==> src/rtl/sha_mmio_controller_if.sv <==
// CPU-side bus bundle for the SHA MMIO bridge: one-cycle strobed accesses
// with a registered read-data return.
interface sha_mmio_controller_if #(
   parameter int unsigned DATA_W = 16
) ();
   logic [15:0]       address;
   logic              rw;
   logic              strobe;
   logic [DATA_W-1:0] datain;
   logic [DATA_W-1:0] dataout;

   modport master (output address, output rw, output strobe, output datain, input dataout);
   modport slave  (input address, input rw, input strobe, input datain, output dataout);
endinterface

==> src/rtl/sha_mmio_controller.sv <==
// Memory-mapped bridge that buffers a message, pads it into one SHA block,
// runs a start/done handshake with the core and serves the digest back.
module sha_mmio_controller #(
   parameter logic [11:0] BASE_ADDR = 12'h030,
   parameter int unsigned DATA_W    = 16,
   parameter int unsigned BLOCK_W   = 512,
   parameter int unsigned HASH_W    = 256
) (
   input  logic                 clk,
   input  logic                 reset_n,
   sha_mmio_controller_if.slave bus,
   input  logic [HASH_W-1:0]    hash,
   input  logic                 done,
   output logic [BLOCK_W-1:0]   block,
   output logic                 start,
   output logic                 core_reset,
   output logic                 irq
);
   localparam int unsigned MAX_WORDS = (BLOCK_W - 64 - DATA_W) / DATA_W;
   localparam int unsigned CNT_W     = $clog2(MAX_WORDS + 1);
   localparam int unsigned HWORDS    = HASH_W / DATA_W;
   localparam int unsigned HIDX_W    = $clog2(HWORDS);

   localparam logic [3:0] OFF_CTRL = 4'd0;
   localparam logic [3:0] OFF_MSG  = 4'd1;
   localparam logic [3:0] OFF_HASH = 4'd2;
   localparam logic [3:0] OFF_PTR  = 4'd3;

   localparam logic [2:0] S_IDLE = 3'd0;
   localparam logic [2:0] S_LOAD = 3'd1;
   localparam logic [2:0] S_FIRE = 3'd2;
   localparam logic [2:0] S_WAIT = 3'd3;
   localparam logic [2:0] S_CAPT = 3'd4;

   logic [2:0]          state, state_d;
   logic [CNT_W-1:0]    count, count_d;
   logic [HIDX_W-1:0]   hidx, hidx_d;
   logic                ovf, ovf_d;
   logic                busy, busy_d;
   logic                done_flag, done_flag_d;
   logic                done_q;
   logic [HASH_W-1:0]   digest, digest_d;
   logic [BLOCK_W-1:0]  block_d;
   logic [DATA_W-1:0]   dataout_d;
   logic                start_d, core_reset_d;
   logic                buf_we, buf_clr;
   logic [DATA_W-1:0]   msg_buf [MAX_WORDS];
   logic [BLOCK_W-1:0]  padded;
   logic [DATA_W-1:0]   status;
   logic [DATA_W-1:0]   hash_word;
   logic                hit, rd, wr;
   logic [3:0]          offset;

   assign hit    = bus.strobe && (bus.address[15:4] == BASE_ADDR);
   assign rd     = hit && bus.rw;
   assign wr     = hit && !bus.rw;
   assign offset = bus.address[3:0];

   assign status    = DATA_W'({5'(count), 5'b0, ovf, busy, done_flag});
   assign hash_word = digest[HASH_W-1-DATA_W*int'(hidx) -: DATA_W];

   // Padded block: stored words, 0x80 marker word, zero fill, 64-bit bit length.
   always_comb begin
      padded = '0;
      for (int i = 0; i < int'(MAX_WORDS); i++) begin
         if (i < int'(count)) padded[BLOCK_W-1-DATA_W*i -: DATA_W] = msg_buf[i];
      end
      padded[BLOCK_W-1-DATA_W*int'(count) -: DATA_W] = {1'b1, {(DATA_W-1){1'b0}}};
      padded[63:0] = 64'(count) * 64'(DATA_W);
   end

   // State register and all registered outputs.
   always_ff @(posedge clk or negedge reset_n) begin
      if (!reset_n) begin
         state       <= S_IDLE;
         count       <= '0;
         hidx        <= '0;
         ovf         <= 1'b0;
         busy        <= 1'b0;
         done_flag   <= 1'b0;
         done_q      <= 1'b0;
         digest      <= '0;
         block       <= '0;
         bus.dataout <= '0;
         start       <= 1'b0;
         core_reset  <= 1'b0;
         irq         <= 1'b0;
      end else begin
         state       <= state_d;
         count       <= count_d;
         hidx        <= hidx_d;
         ovf         <= ovf_d;
         busy        <= busy_d;
         done_flag   <= done_flag_d;
         done_q      <= done;
         digest      <= digest_d;
         block       <= block_d;
         bus.dataout <= dataout_d;
         start       <= start_d;
         core_reset  <= core_reset_d;
         irq         <= done_flag_d;
      end
   end

   always_ff @(posedge clk or negedge reset_n) begin
      if (!reset_n) begin
         for (int i = 0; i < int'(MAX_WORDS); i++) msg_buf[i] <= '0;
      end else if (buf_clr) begin
         for (int i = 0; i < int'(MAX_WORDS); i++) msg_buf[i] <= '0;
      end else if (buf_we) begin
         msg_buf[count] <= bus.datain;
      end
   end

   // Next-state and next-output logic; soft reset is applied last so it wins.
   always_comb begin
      state_d      = state;
      count_d      = count;
      hidx_d       = hidx;
      ovf_d        = ovf;
      busy_d       = busy;
      done_flag_d  = done_flag;
      digest_d     = digest;
      block_d      = block;
      dataout_d    = bus.dataout;
      start_d      = 1'b0;
      core_reset_d = 1'b0;
      buf_we       = 1'b0;
      buf_clr      = 1'b0;

      if (rd) begin
         case (offset)
            OFF_CTRL: dataout_d = status;
            OFF_HASH: begin
               if (busy) begin
                  dataout_d = '0;
               end else begin
                  dataout_d = hash_word;
                  hidx_d    = (hidx == HIDX_W'(HWORDS - 1)) ? '0 : hidx + HIDX_W'(1);
               end
            end
            default:  dataout_d = '0;
         endcase
      end

      case (state)
         S_IDLE: begin
            if (wr) begin
               case (offset)
                  OFF_MSG: begin
                     done_flag_d = 1'b0;
                     if (count == CNT_W'(MAX_WORDS)) begin
                        ovf_d = 1'b1;
                     end else begin
                        buf_we  = 1'b1;
                        count_d = count + CNT_W'(1);
                     end
                  end
                  OFF_PTR: begin
                     count_d = '0;
                     ovf_d   = 1'b0;
                     hidx_d  = '0;
                  end
                  OFF_CTRL: begin
                     if (bus.datain == DATA_W'(2) && !ovf) state_d = S_LOAD;
                  end
                  default: ;
               endcase
            end
         end
         S_LOAD: begin
            block_d = padded;
            busy_d  = 1'b1;
            state_d = S_FIRE;
         end
         S_FIRE: begin
            start_d = 1'b1;
            state_d = S_WAIT;
         end
         S_WAIT: begin
            // A done level already present on entry is not a completion.
            if (done && !done_q) state_d = S_CAPT;
         end
         S_CAPT: begin
            digest_d    = hash;
            done_flag_d = 1'b1;
            busy_d      = 1'b0;
            hidx_d      = '0;
            state_d     = S_IDLE;
         end
         default: state_d = S_IDLE;
      endcase

      if (wr && offset == OFF_CTRL && bus.datain == DATA_W'(1)) begin
         core_reset_d = 1'b1;
         buf_clr      = 1'b1;
         count_d      = '0;
         ovf_d        = 1'b0;
         done_flag_d  = 1'b0;
         hidx_d       = '0;
         busy_d       = 1'b0;
         start_d      = 1'b0;
         state_d      = S_IDLE;
      end
   end
endmodule

==> src/flat_wrapper.sv <==
// flat-port wrapper written by rule: the top's interface ports become plain ports
module sha_mmio_controller_flat 
#(
   parameter logic [11:0] BASE_ADDR = 12'h030,
   parameter int unsigned DATA_W    = 16,
   parameter int unsigned BLOCK_W   = 512,
   parameter int unsigned HASH_W    = 256
)
  (clk, reset_n, hash, done, block, start, core_reset, irq, bus_address, bus_rw, bus_strobe, bus_datain, bus_dataout);
  sha_mmio_controller_if #(.DATA_W(DATA_W)) bus_i ();
  input  logic clk;
  input  logic reset_n;
  input  logic [HASH_W-1:0] hash;
  input  logic done;
  output logic [BLOCK_W-1:0] block;
  output logic start;
  output logic core_reset;
  output logic irq;
  input wire logic [$bits(bus_i.address)-1:0] bus_address;
  input wire logic [$bits(bus_i.rw)-1:0] bus_rw;
  input wire logic [$bits(bus_i.strobe)-1:0] bus_strobe;
  input wire logic [$bits(bus_i.datain)-1:0] bus_datain;
  output wire logic [$bits(bus_i.dataout)-1:0] bus_dataout;
  assign bus_i.address = bus_address;
  assign bus_i.rw = bus_rw;
  assign bus_i.strobe = bus_strobe;
  assign bus_i.datain = bus_datain;
  assign bus_dataout = bus_i.dataout;
  sha_mmio_controller #(.BASE_ADDR(BASE_ADDR), .DATA_W(DATA_W), .BLOCK_W(BLOCK_W), .HASH_W(HASH_W)) u_core (.clk(clk), .reset_n(reset_n), .bus(bus_i), .hash(hash), .done(done), .block(block), .start(start), .core_reset(core_reset), .irq(irq));
endmodule
==> config.mk <==
export PLATFORM = sky130hd
export DESIGN_NAME = sha_mmio_controller_flat
export DESIGN_NICKNAME = d
export VERILOG_FILES = /design/src/rtl/sha_mmio_controller_if.sv /design/src/rtl/sha_mmio_controller.sv /design/src/flat_wrapper.sv
export SDC_FILE = /design/constraint.sdc
export NUM_CORES = 2
export LEC_CHECK = 0
export CAP_MARGIN = 40
export CORE_ASPECT_RATIO = 0.9
export CORE_MARGIN = 2
export CORE_UTILIZATION = 40
export CTS_BUF_LIST = sky130_fd_sc_hd__clkbuf_2 sky130_fd_sc_hd__clkbuf_4 sky130_fd_sc_hd__clkbuf_8
export DETAILED_ROUTE_END_ITERATION = 10
export PLACE_DENSITY = 0.73
export SETUP_SLACK_MARGIN = 0.5
export SYNTH_ARGS = -nofsm -noshare
export SYNTH_HDL_FRONTEND = slang
export SYNTH_SLANG_ARGS = --single-unit
==> constraint.sdc <==
create_clock -name clk -period 3 [get_ports clk]
set_input_delay 0.75 -clock clk [delete_from_list [all_inputs] [get_ports clk]]
set_output_delay 0.75 -clock clk [all_outputs]
set_load 0.02 [all_outputs]
==> summary.md <==
| Metric | Value |
|---|---|
| Fillers | 10.1k |
| Io pins | 824 |
| Final clock skew | 0.0764 ns |
| Synthesized flop and latch total | 1160 |
| Largest net degree at the start of global routing | 127 |
| Average instance area after synthesis | 11.3 µm² |
| Crit Path Max Fanout | 13 |
| Die height | 332 µm |
| Endpoints failing hold | 0 |
| Layout Utilization | 53.2% |
| Routed Antenna Nets | 0 |
| Ys async rst share | 100% |
| Ys flop type | dfrtp_1 |
| Grt ovf | 0 |
| EDFF count, synth | 0 |
| Hold slack | 0.357 ns |
| Synth area leaders | dfrtp_1 61%, a22o_1 6.7%, nand2_1 6.6% |
| Worst Setup Start Kind | flip-flop |
| Reg clk slew, reported paths | 0.06 ns |
| GR Util met3 | 7.26% |
| Post-synth top area cell | dfrtp_1 |
| Synth warn | 0 |
| Drt total wl | 168 mm |
| Combinational share of power | 16.5% |
| Initial detailed-routing violation count | 3852 |
| Run status | completed |
| XOR/XNOR Fraction of Synth Area | 0.0183% |
| Synth unique cells | 68 |
| PwrDens | 619 nW/µm² |
| Slowest cell on crit path | dfrtp_1 |
| Fmax | 0.390 GHz |
| Core area | 119000 µm² |
| Static Leak | 0.0297 µW |
| Worst path top cell family by delay | compound AO/OA/AOI/OAI gates |
| Met2 usage | 42.0% |
| Buf/Inv on CP | 0 |
| Critical Path AT | 3.42 ns |
| Cell at the root of the clock tree | clkbuf_8 |
| Multi-input gate area | 17300 µm² |
| Cell Rows | 120 |
| Critical path cell sequence | nand2b_1 -> o22ai_1 -> a221oi_1 -> a22oi_1 -> nand2_1 |
| Setup WS pre-CTS | -0.534 ns |
| Placer Congestion | 0.878 |
| Port Buffers | 749 |
| Peak VDD IR | 440 µV |
| Endpoints failing setup | 0 |
| Yosys top cell area share | 60.6% |
| Max-Slew Margin vs Limit | 47.0% |
| First drt pass iteration count | 6 |
| Area taken by flip-flops and latches | 29000 µm² |
| Tightest Pin Transition | 0.796 ns |
| Clock network power share | 36.5% |
| Final Critical Period | 2.56 ns |
| Cell area after synthesis | 47900 µm² |
| Synth Area in Adders | 0.183% |
| HPWL after DPL | 117 mm |
| Largest family of logic cells by synthesized area | compound AO/OA/AOI/OAI gates |
| CTS tree | done |
| Worst Setup End Kind | flip-flop |
| Hold WC Path Type | in -> reg |
| RSZ-0062 raised after global routing | true |
| Clk buf depth | 3 |
| Initial core utilization | 40.3% |
| Sequential element share of the synthesized area | 60.6% |
| Drt drc | 0 |
| Worst path required time | 3.86 ns |
| Sink Count | 1160 |
| Total CTS buffers | 185 |
| Max-cap viol count | 0 |
| Number of global-route vias before repair | 37.9k |
| Area growth, synth to finish | 32.3% |
| WL/cell | 24.4 µm |
| Fin nets | 5444 |
| CP Class | reg -> reg |
| Initial antenna violation count | 28 |
| Psw | 11100 µW |
| Grt peak-use layer | met2 |
| CTS H-tree depth | 4 |
| First-pass GRT wire length | 249 mm |
| Sw frac | 28.3% |
| Vias | 38.1k |
| Layout cell share with drive strength beyond 1 | 22.9% |
| Final Max Tran Viols | 0 |
| Vias per Instance | 5.54 |
| Max incr delay on CP | 0.72 ns |
| Flop pwr share | 47.0% |
| Post-Syn Instances | 4245 |
| Die Width | 369 µm |
| Mux share of post-synthesis cell area | 9.50% |
| Final WS setup | 0.437 ns |
| Clk Latency, worst-skew pair | 0.95 ns |
| Post-Synth Simple-Gate Area | 11.9% |
| Overall routing resource usage | 27.2% |
| Total die area | 122000 µm² |
| Complex-gate fraction of the synthesized area | 13.3% |
| Int Power | 28100 µW |
| Fin crit share | 85.4% |
| Grt met1 use | 35.9% |
stage by stage:
step	cell area (µm²)	power (µW)	TNS (ns)	std cells
global placement	59300	24900	-184.50	6523
CTS	63200	39400	0	6858
floorplan	48700	22100	0	4318
detailed placement	59300	25100	-192.23	6524
global route	63300	40800	0	6877
finish	63300	39200	0	6878
cell usage after synthesis, types with 4 or more instances:
library cell / number
nor3_4: 4
nor3b_1: 4
o21ai_2: 10
nor2b_1: 13
buf_4: 83
a21oi_1: 30
nand3_1: 208
nor3_2: 7
inv_1: 9
mux4_2: 23
clkbuf_2: 7
a31oi_1: 8
nor4_1: 14
and4_1: 4
ha_1: 7
buf_1: 23
o22ai_1: 7
mux2i_1: 99
nor4_2: 8
mux2_2: 270
buf_2: 44
o21ai_1: 259
clkbuf_1: 261
a221oi_1: 44
o21ai_0: 164
nand2_1: 839
nor2_1: 138
nor3_1: 10
and2_1: 14
nand4_1: 17
and3_1: 9
buf_6: 12
a22o_1: 364
a22oi_1: 19
dfrtp_1: 1160
repair_timing:
| action | 4_1_cts | 5_1_grt |
|---|---|---|
| hold buffers | 1 | 0 |
| hold endpoints to repair | 30 | 0 |
| setup buffers | 11 | 5 |
| pin swaps | 3 | 4 |
| endpoints found under the setup margin | 488 | 285 |
| gates cloned | 1 | 0 |
| gates resized for setup | 891 | 20 |
flip-flops by register name (all words and copies together) (netlist names):
| signal | flops |
|---|---|
| u_core.block | 438 |
| u_core.msg_buf | 432 |
| u_core.digest | 256 |
| u_core.bus.dataout | 16 |
| u_core.count | 5 |
| u_core.hidx | 4 |
| u_core.state | 3 |
| u_core.busy | 1 |
| u_core.core_reset | 1 |
| u_core.done_q | 1 |
| u_core.irq | 1 |
| u_core.ovf | 1 |
| u_core.start | 1 |
routing by layer:
layer | vias up | routed length [µm] | part of all wire, %
met1 | 19100 | 67300 | 40
met3 | 410 | 15400 | 9.2
met2 | 1934 | 77800 | 46
met5 | - | 173 | 0.10
met4 | 28 | 7390 | 4.4
li1 | 16600 | - | -
path summary, 6_finish.rpt:
kind / slack (ns) / end / startpoint / cells past startpoint
worst min-delay path: 0.36 / u_core.done_q / done / 1
max in group asynchronous: 1.48 / u_core.digest[208] / reset_n / 4
worst min register to register: 0.46 / u_core.block[217] / u_core.msg_buf[137] / 1
min in group asynchronous: 0.41 / u_core.msg_buf[265] / reset_n / 2
worst max-delay path: 0.44 / u_core.bus.dataout[5] / u_core.hidx[2] / 5
worst max register to register: 0.44 / u_core.bus.dataout[5] / u_core.hidx[2] / 5
cells in the final DEF (no fill, tap or decap), drive strengths merged, types with 138 or more instances in the layout:
master	n
dfrtp	1160
nand2	839
o21ai	433
a22o	364
buf	353
clkbuf	293
clkdlybuf4s50	272
mux2	270
clkdlybuf4s15	241
nand3	208
dlygate4sd2	197
nor2	138
power groups by stage:
stage | Clock [µW] | Combinational [µW] | Sequential (µW)
after global placement | 0 | 6340 | 18600
after floorplan | 0 | 3690 | 18400
after CTS | 14500 | 6460 | 18400
final | 14300 | 6480 | 18400
after global routing | 15300 | 6900 | 18600
after detailed placement | 0 | 6490 | 18700
final cells by class:
cell class,count,area share [%]
multi-input combinational,2717,27.3
clock buffer,291,5.76
inverter,11,0.0751
timing repair buffer,1069,17.4
sequential,1160,45.9
tap,1586,3.13
clock inverter,30,0.425
antenna,14,0.0553
kinds of logic (layout without fill, tap and decap cells):
| kind of cell | after synthesis | count (layout) |
|---|---|---|
| buffers and inverters | 441 | 1401 |
| AND/OR/NAND/NOR | 1315 | 1315 |
| adder cells (fa/ha/maj) | 7 | 7 |
| AO/OA/AOI/OAI | 928 | 928 |
| flip-flops | 1160 | 1160 |
| other | 1 | 88 |
| multiplexers | 392 | 392 |
| XOR/XNOR | 1 | 1 |
No activity file was read; power rests on OpenSTA's default activity.
